### config.mk
export PLATFORM = sky130hd
export DESIGN_NAME = control_unit
export DESIGN_NICKNAME = d
export VERILOG_FILES = /design/src/rtl/cu_pkg.sv /design/src/rtl/cu_decoder.sv /design/src/rtl/control_unit.sv
export SDC_FILE = /design/constraint.sdc
export NUM_CORES = 1
export LEC_CHECK = 0
export CORE_MARGIN = 5
export CORE_UTILIZATION = 40
export DETAILED_ROUTE_END_ITERATION = 7
export HOLD_SLACK_MARGIN = 0.03
export PLACE_DENSITY_LB_ADDON = 0.12
export SLEW_MARGIN = 5
export SYNTH_ARGS = -nofsm -noshare
export SYNTH_HDL_FRONTEND = slang
export SYNTH_SLANG_ARGS = --single-unit
### constraint.sdc
create_clock -name clk -period 4.4 [get_ports clk]
set_clock_uncertainty 0.2 [all_clocks]
set_input_delay 0.66 -clock clk [delete_from_list [all_inputs] [get_ports clk]]
set_output_delay 0.66 -clock clk [all_outputs]
set_load 0.03 [all_outputs]
### src/rtl/cu_pkg.sv
// cu_pkg: opcodes, FSM state type and instruction field positions shared
// by the control unit and its decoder.
package cu_pkg;

    localparam int INSTR_WIDTH = 16;

    localparam logic [3:0] OP_LOAD  = 4'b0100;
    localparam logic [3:0] OP_STORE = 4'b0101;
    localparam logic [3:0] OP_JMP   = 4'b1110;
    localparam logic [3:0] OP_HALT  = 4'b1111;

    localparam int OPCODE_MSB = 15;
    localparam int OPCODE_LSB = 12;
    localparam int DEST_MSB   = 11;
    localparam int DEST_LSB   = 9;
    localparam int OPA_MSB    = 8;
    localparam int OPA_LSB    = 6;
    localparam int OPB_MSB    = 5;
    localparam int OPB_LSB    = 3;
    localparam int ADDR_MSB   = 7;
    localparam int ADDR_LSB   = 0;

    typedef enum logic [2:0] {
        IDLE,
        FETCH,
        DECODE,
        EXEC,
        MEM,
        WB,
        HALTED
    } state_t;

endpackage

### src/rtl/cu_decoder.sv
// cu_decoder: purely combinational split of the instruction register into
// opcode, register addresses, data-memory address and jump information.
module cu_decoder
    import cu_pkg::*;
#(
    parameter int PC_WIDTH = 8
) (
    input  logic [INSTR_WIDTH-1:0] ir,
    output logic [3:0]             opcode,
    output logic [2:0]             op_a,
    output logic [2:0]             op_b,
    output logic [2:0]             dest,
    output logic [7:0]             mem_addr,
    output logic [PC_WIDTH-1:0]    jump_target,
    output logic                   is_jmp,
    output logic                   is_halt
);

    // Map each opcode class to the fields it actually uses; unused fields read 0
    always_comb begin
        opcode      = ir[OPCODE_MSB:OPCODE_LSB];
        op_a        = '0;
        op_b        = '0;
        dest        = '0;
        mem_addr    = '0;
        jump_target = '0;
        is_jmp      = 1'b0;
        is_halt     = 1'b0;
        case (ir[OPCODE_MSB:OPCODE_LSB])
            OP_LOAD: begin
                dest     = ir[DEST_MSB:DEST_LSB];
                mem_addr = ir[ADDR_MSB:ADDR_LSB];
            end
            OP_STORE: begin
                op_a     = ir[DEST_MSB:DEST_LSB];
                mem_addr = ir[ADDR_MSB:ADDR_LSB];
            end
            OP_JMP: begin
                is_jmp      = 1'b1;
                jump_target = ir[PC_WIDTH-1:0];
            end
            OP_HALT: begin
                is_halt = 1'b1;
            end
            default: begin
                dest = ir[DEST_MSB:DEST_LSB];
                op_a = ir[OPA_MSB:OPA_LSB];
                op_b = ir[OPB_MSB:OPB_LSB];
            end
        endcase
    end

endmodule

### src/rtl/control_unit.sv
// control_unit: five-cycle, non-overlapped instruction sequencer. Fetches a
// word, latches it into ir, presents decoded fields to the execution unit and
// emits a one-cycle commit strobe in the write-back cycle.
module control_unit
    import cu_pkg::*;
#(
    parameter int PC_WIDTH = 8
) (
    input  logic                   clk,
    input  logic                   reset,
    input  logic                   start,
    output logic [PC_WIDTH-1:0]    instr_addr,
    output logic                   instr_rd_en,
    input  logic [INSTR_WIDTH-1:0] instr_data,
    output logic [3:0]             opcode,
    output logic [2:0]             opAAdr,
    output logic [2:0]             opBAder,
    output logic [2:0]             dest_reg,
    output logic [7:0]             data_mem_addr,
    output logic                   commit,
    output logic                   halted,
    output logic [PC_WIDTH-1:0]    pc_out
);

    state_t                 state;
    state_t                 next_state;
    logic [PC_WIDTH-1:0]    pc;
    logic [PC_WIDTH-1:0]    pc_next;
    logic [INSTR_WIDTH-1:0] ir;
    logic [INSTR_WIDTH-1:0] ir_next;
    logic [PC_WIDTH-1:0]    jump_target;
    logic                   is_jmp;
    logic                   is_halt;

    cu_decoder #(
        .PC_WIDTH(PC_WIDTH)
    ) u_decoder (
        .ir         (ir),
        .opcode     (opcode),
        .op_a       (opAAdr),
        .op_b       (opBAder),
        .dest       (dest_reg),
        .mem_addr   (data_mem_addr),
        .jump_target(jump_target),
        .is_jmp     (is_jmp),
        .is_halt    (is_halt)
    );

    assign instr_addr = pc;
    assign pc_out     = pc;

    // State, program counter and instruction register; reset abandons any instruction
    always_ff @(posedge clk) begin
        if (reset) begin
            state <= IDLE;
            pc    <= '0;
            ir    <= '0;
        end else begin
            state <= next_state;
            pc    <= pc_next;
            ir    <= ir_next;
        end
    end

    // Sequencing, pc update and strobes; commit is masked while reset is high
    always_comb begin
        next_state  = state;
        pc_next     = pc;
        ir_next     = ir;
        instr_rd_en = 1'b0;
        commit      = 1'b0;
        halted      = 1'b0;
        case (state)
            IDLE: begin
                if (start) begin
                    next_state = FETCH;
                    pc_next    = '0;
                end
            end
            FETCH: begin
                instr_rd_en = 1'b1;
                next_state  = DECODE;
            end
            DECODE: begin
                ir_next    = instr_data;
                next_state = EXEC;
            end
            EXEC: begin
                next_state = MEM;
            end
            MEM: begin
                next_state = WB;
            end
            WB: begin
                if (is_halt) begin
                    next_state = HALTED;
                end else if (is_jmp) begin
                    pc_next    = jump_target;
                    next_state = FETCH;
                end else begin
                    commit     = ~reset;
                    pc_next    = pc + PC_WIDTH'(1);
                    next_state = FETCH;
                end
            end
            HALTED: begin
                halted = 1'b1;
            end
            default: begin
                next_state = IDLE;
            end
        endcase
    end

endmodule

Word level (Yosys, flattened, before mapping)
Index checks and enable logic that the tools add are counted.
{ "classes": {"shift": 0, "n_bitwise": 2, "add_sub_neg": 1, "multipliers": 0, "n_div": 0, "magnitude_cmp": 0, "n_eq_ne": 12, "n_reduce_logical": 8, "mux": 19} }
{ "op_table": {"columns": ["operator", "count"], "rows": [
  ["2-to-1 mux 8 bit", 5],
  ["case mux 3 bit (7 select lines)", 1],
  ["case mux 8 bit (2 select lines)", 1],
  ["2-to-1 mux 3 bit", 4],
  ["== test 3 bit, second input constant", 3],
  ["adder 8 x 1 -> 8 bit, second input constant", 1],
  ["== test 4 x 3 -> 1 bit, second input constant", 2],
  ["== test 4 bit, second input constant", 2],
  ["2-to-1 mux 1 bit", 7],
  ["== test 3 x 2 -> 1 bit, second input constant", 2],
  ["case mux 3 bit (2 select lines)", 1],
  ["OR reduction 3 bit", 2],
  ["!= test 2 bit, second input constant", 2],
  ["OR reduction 4 bit", 1],
  ["== test 3 x 1 -> 1 bit, second input constant", 1],
  ["zero test 3 bit", 1],
  ["AND reduction 3 bit", 1],
  ["NOT 1 bit", 2],
  ["AND reduction 2 bit", 1],
  ["nonzero test 2 bit", 1],
  ["OR reduction 2 bit", 1]
]} }
{ "totals": {"n_memories": 0, "output_inout_bits": 40, "wordCells": 45, "in_bits": 19, "regBits": 27, "mem_bits_rw": 0, "latch_bits": 0, "mem_bits_ro": 0} }

Longest topological paths before layout
{ "depth": {"depth_word": 5, "ltp_mapped": 7, "mapped_depth_nobuf": 5} }

Cells and area by module
Synthesis repeated with hierarchy kept, for this count alone.
{ "unflattened": {"hier_cells": 214, "area_unflattened_um2": 1632.8} }
{ "by_module_without_submodules": {"columns": ["mod", "instances", "area_per_inst_um2", "cells_each"], "rows": [
  ["control_unit", 1, 1287.5, 165],
  ["cu_decoder", 1, 345.3, 49]
]} }

Worst setup path after synthesis
Ideal clock, no wire load.
{ "synth_timing": {"path_kind": "input-to-output", "from": "input reset", "to": "output commit", "arrival_time_ns": 1.409, "path_slack_ns": 2.131, "required_ns": 3.540, "path_stages": 2, "path_cell_list": "clkbuf_1 a211oi_2"} }
{ "synth_between": {"elab_chain_len": 4} }
{ "synth_rtl": {"columns": ["element", "line", "rtl"], "rows": [
  ["from (decl)", "control_unit.sv:10", "input logic reset,"],
  ["NOT 1 bit", "control_unit.sv:101", "commit = ~reset;"],
  ["2-to-1 mux 1 bit", "control_unit.sv:97", "end else if (is_jmp) begin"],
  ["2-to-1 mux 1 bit", "control_unit.sv:95", "if (is_halt) begin"],
  ["2-to-1 mux 1 bit", "control_unit.sv:73", "case (state)"],
  ["to (decl)", "control_unit.sv:20", "output logic commit,"]
]} }
Every way passes these cells.

Worst setup path after layout
Same ends and word-level chain as after synthesis.

==> flow_summary.toml <==
[detailed_routing]
wl_per_cell_um = 13.4
drtIter0Drc = 75
routed_wl_um = 4010
drcViolationCount = 0
antenna_left = 0
first_pass_iters = 4
vias = 1523
viasPerCell = 5.09

[synthesis]
synth_top_area_share_pct = 33.5
synthTopCellsByArea = "dfxtp_1 (34%), a21oi_1 (9.3%), nand2_1 (9.3%)"
yosys.area.top_type = "dfxtp_1"
synth-main-ff-cell = "dfxtp_1"
synth.most_common_cell = "nand2_1"
synthTopCellsByCount = "nand2_1 (40), a21oi_1 (30), dfxtp_1 (27)"
synth.distinct_cells = 39
avgSynthCellArea_sq_um = 7.61
ys.warnings.count = 0
syn_nets = 232
synthArstFlopShare_pct = 0
ys_seq_area_share_pct = 33.5
syn_area_sq_mm = 0.00161
synth-seq-cells = 27
netlist_instances = 212
synth-edff-count = 0

[clock_tree]
max-clock-path-buffers = 2
path_clk_slew_ns = 0.09
ctsHtreeMaxLevel = 1
root_buffer = "clkbuf_8"
cts_tree = "done"
clk_latency_ns = 0.27
cts_resized = 0
clock_sink_count = 27
cts_setup_buffers = 0
cts_buffers = 3
holdBufCountCts = 0

[placement]
place_congestion = 0.738
place_area_sq_mm = 0.00209
place_hpwl_um = 2970
port-buffer-count = 58
pre_cts_ws_ns = 1.09

[global_route]
grt_pass1_vias = 1353
gr-total-overflow = 0
grt_max_degree = 26
use_met3_pct = 3.28
busiest_layer = "met2"
grt_pass1_wl_um = 6500
grt_util_met2_pct = 25.6
antenna_found_initial = 0
grt_util_met1_pct = 19.3
grt.total_usage_pct = 15.0

[worst_setup_path]
crit_chain = "clkdlybuf4s50_1 > buf_4 > a211oi_2 > clkdlybuf4s50_1"
path_depth = 4
crit_arrival_ns = 2.47
cp_slowest_cell = "clkdlybuf4s50_1"
crit-reg2reg-capture = "instr_addr[2]"
rrSetupSlack_ns = 2.26
cp-start-kind = "input pin"
worstSetupEndpoint = "commit"
worstSetupPathType = "in2out"
setup.worst_path.end_class = "output port"
path_buf_inv = 3
ff2ff_path_depth = 4
crit_start = "reset"
critPathRequiredTime_ns = 3.54
cp_max_fo = 25
cpPeakStageDelay_ns = 0.76
r2r-start = "ir[14]"
crit_top_cell = "clkdlybuf4s50_1"
path_delay_family = "buffers and inverters"

[final_layout]
diodes = 0
final_util_pct = 54.1
synthToLayoutAreaGrowth_pct = 32.4
fillers = 383
final_nets = 270
drive_above_1_share_pct = 6.43
fin_area_sq_mm = 0.00213

[sta]
finalSetupViolCount = 0
maxSlewViolCount = 0
hold_viol = 0
tns_ns = 0
setup_ws_ns = 1.07
fmax_ghz = 0.300
worstMarginPinSlew_ns = 0.616
slew_headroom_pct = 58.9
period_minus_slack_ns = 3.33
min_period_over_period_pct = 75.8
grt_setup_unrepaired = "false"

[floorplanning]
die_w_um = 73.5
coreArea_sq_mm = 0.00394
start_util_pct = 40.9
die_h_um = 73.5
die_area_sq_mm = 0.00540
rows = 23
pin_count = 59

[run]
max_cap_violations = 0

[power_and_ir_drop]
peakVddDrop_uv = 218
fin_total_pwr_mw = 0.511
power_density_mw_per_mm2 = 240
power_leakage_nw = 0.752

[outcome]
status = "finished, final reports clean"

[min_path]
worstHoldPathType = "reg2reg"
==> area by class of cell <==
class	instances	area, sq um	share of cell area, %
Timing Repair Buffer	59	588	27.5
Clock buffer	3	41.3	1.93
Inverter	8	30.0	1.41
Multi-Input combinational cell	151	867	40.6
Clock inverter	1	5.00	0.234
Sequential cell	27	541	25.3
Tap cell	50	62.6	2.93
==> how the worst min path moves through the flow <==
| stage | start | to | cells past startpoint |
|---|---|---|---|
| 2_1_floorplan | ir[1] | ir[1] | 2 |
| 3_3_place_gp | ir[11] | ir[11] | 2 |
| 3_5_place_dp | ir[11] | ir[11] | 2 |
| 4_1_cts | ir[11] | ir[11] | 2 |
| 5_1_grt | ir[11] | ir[11] | 2 |
| 6_report | ir[11] | ir[11] | 2 |
==> flip-flops by register name, summed over array words and instances (netlist names) <==
name        flops
instr_addr      8
ir             16
state           3
==> layout by cell type, fill, tap and decap left out, types with 2 or more instances in the layout <==
cell type	n
nand2b_1	3
clkbuf_8	3
clkdlybuf4s50_1	58
and2_1	16
mux2_1	2
nor2_1	5
and3_1	3
o22ai_1	5
o21ai_1	9
a211oi_2	2
nand2_1	40
nor3_1	4
a22oi_1	4
dfxtp_1	27
o31a_1	2
a21oi_1	30
inv_1	8
nand3_1	7
==> per-layer routing <==
| layer | vias to the layer above | wire length, um |
|---|---|---|
| li1 | 787 | - |
| met1 | 693 | 1870 |
| met2 | 38 | 1910 |
| met3 | 5 | 198 |
| met4 | 0 | 35 |
| met5 | - | 0 |
==> where the power goes <==
part	leakage, nW	switching [mW]	total, mW	internal [mW]
sequential	0.219	0.0176	0.272	0.255
clock	0.0255	0.0806	0.144	0.0636
combinational	0.507	0.0495	0.0950	0.0455
total	0.752	0.148	0.511	0.364
==> through the flow <==
| stage | hold slack [ns] | cells |
|---|---|---|
| after floorplan | 0.242 | 212 |
| after CTS | 0.281 | 299 |
| after detailed placement | 0.263 | 295 |
| final | 0.278 | 299 |
| after global routing | 0.306 | 299 |
| after global placement | 0.255 | 295 |
==> logic make-up (layout without fill, tap and decap cells) <==
| kind of cell | Yosys count | in the layout | share of synthesized area [%] |
|---|---|---|---|
| multiplexers | 3 | 3 | 2.02 |
| adder cells (fa/ha/maj) | 1 | 1 | 0.776 |
| flip-flops | 27 | 27 | 33.5 |
| AO/OA/AOI/OAI | 55 | 55 | 20.3 |
| buffers and inverters | 34 | 71 | 12.7 |
| AND/OR/NAND/NOR | 92 | 92 | 30.6 |
==> worst reg2reg max path, stage by stage, from the launching register on <==
cell and delay, ns:
dfxtp_1 0.58, and4b_1 0.62, mux2_1 0.38, a22oi_1 0.18
nor3_1 0.06
Note: power is estimated with default switching activity, not from simulation.
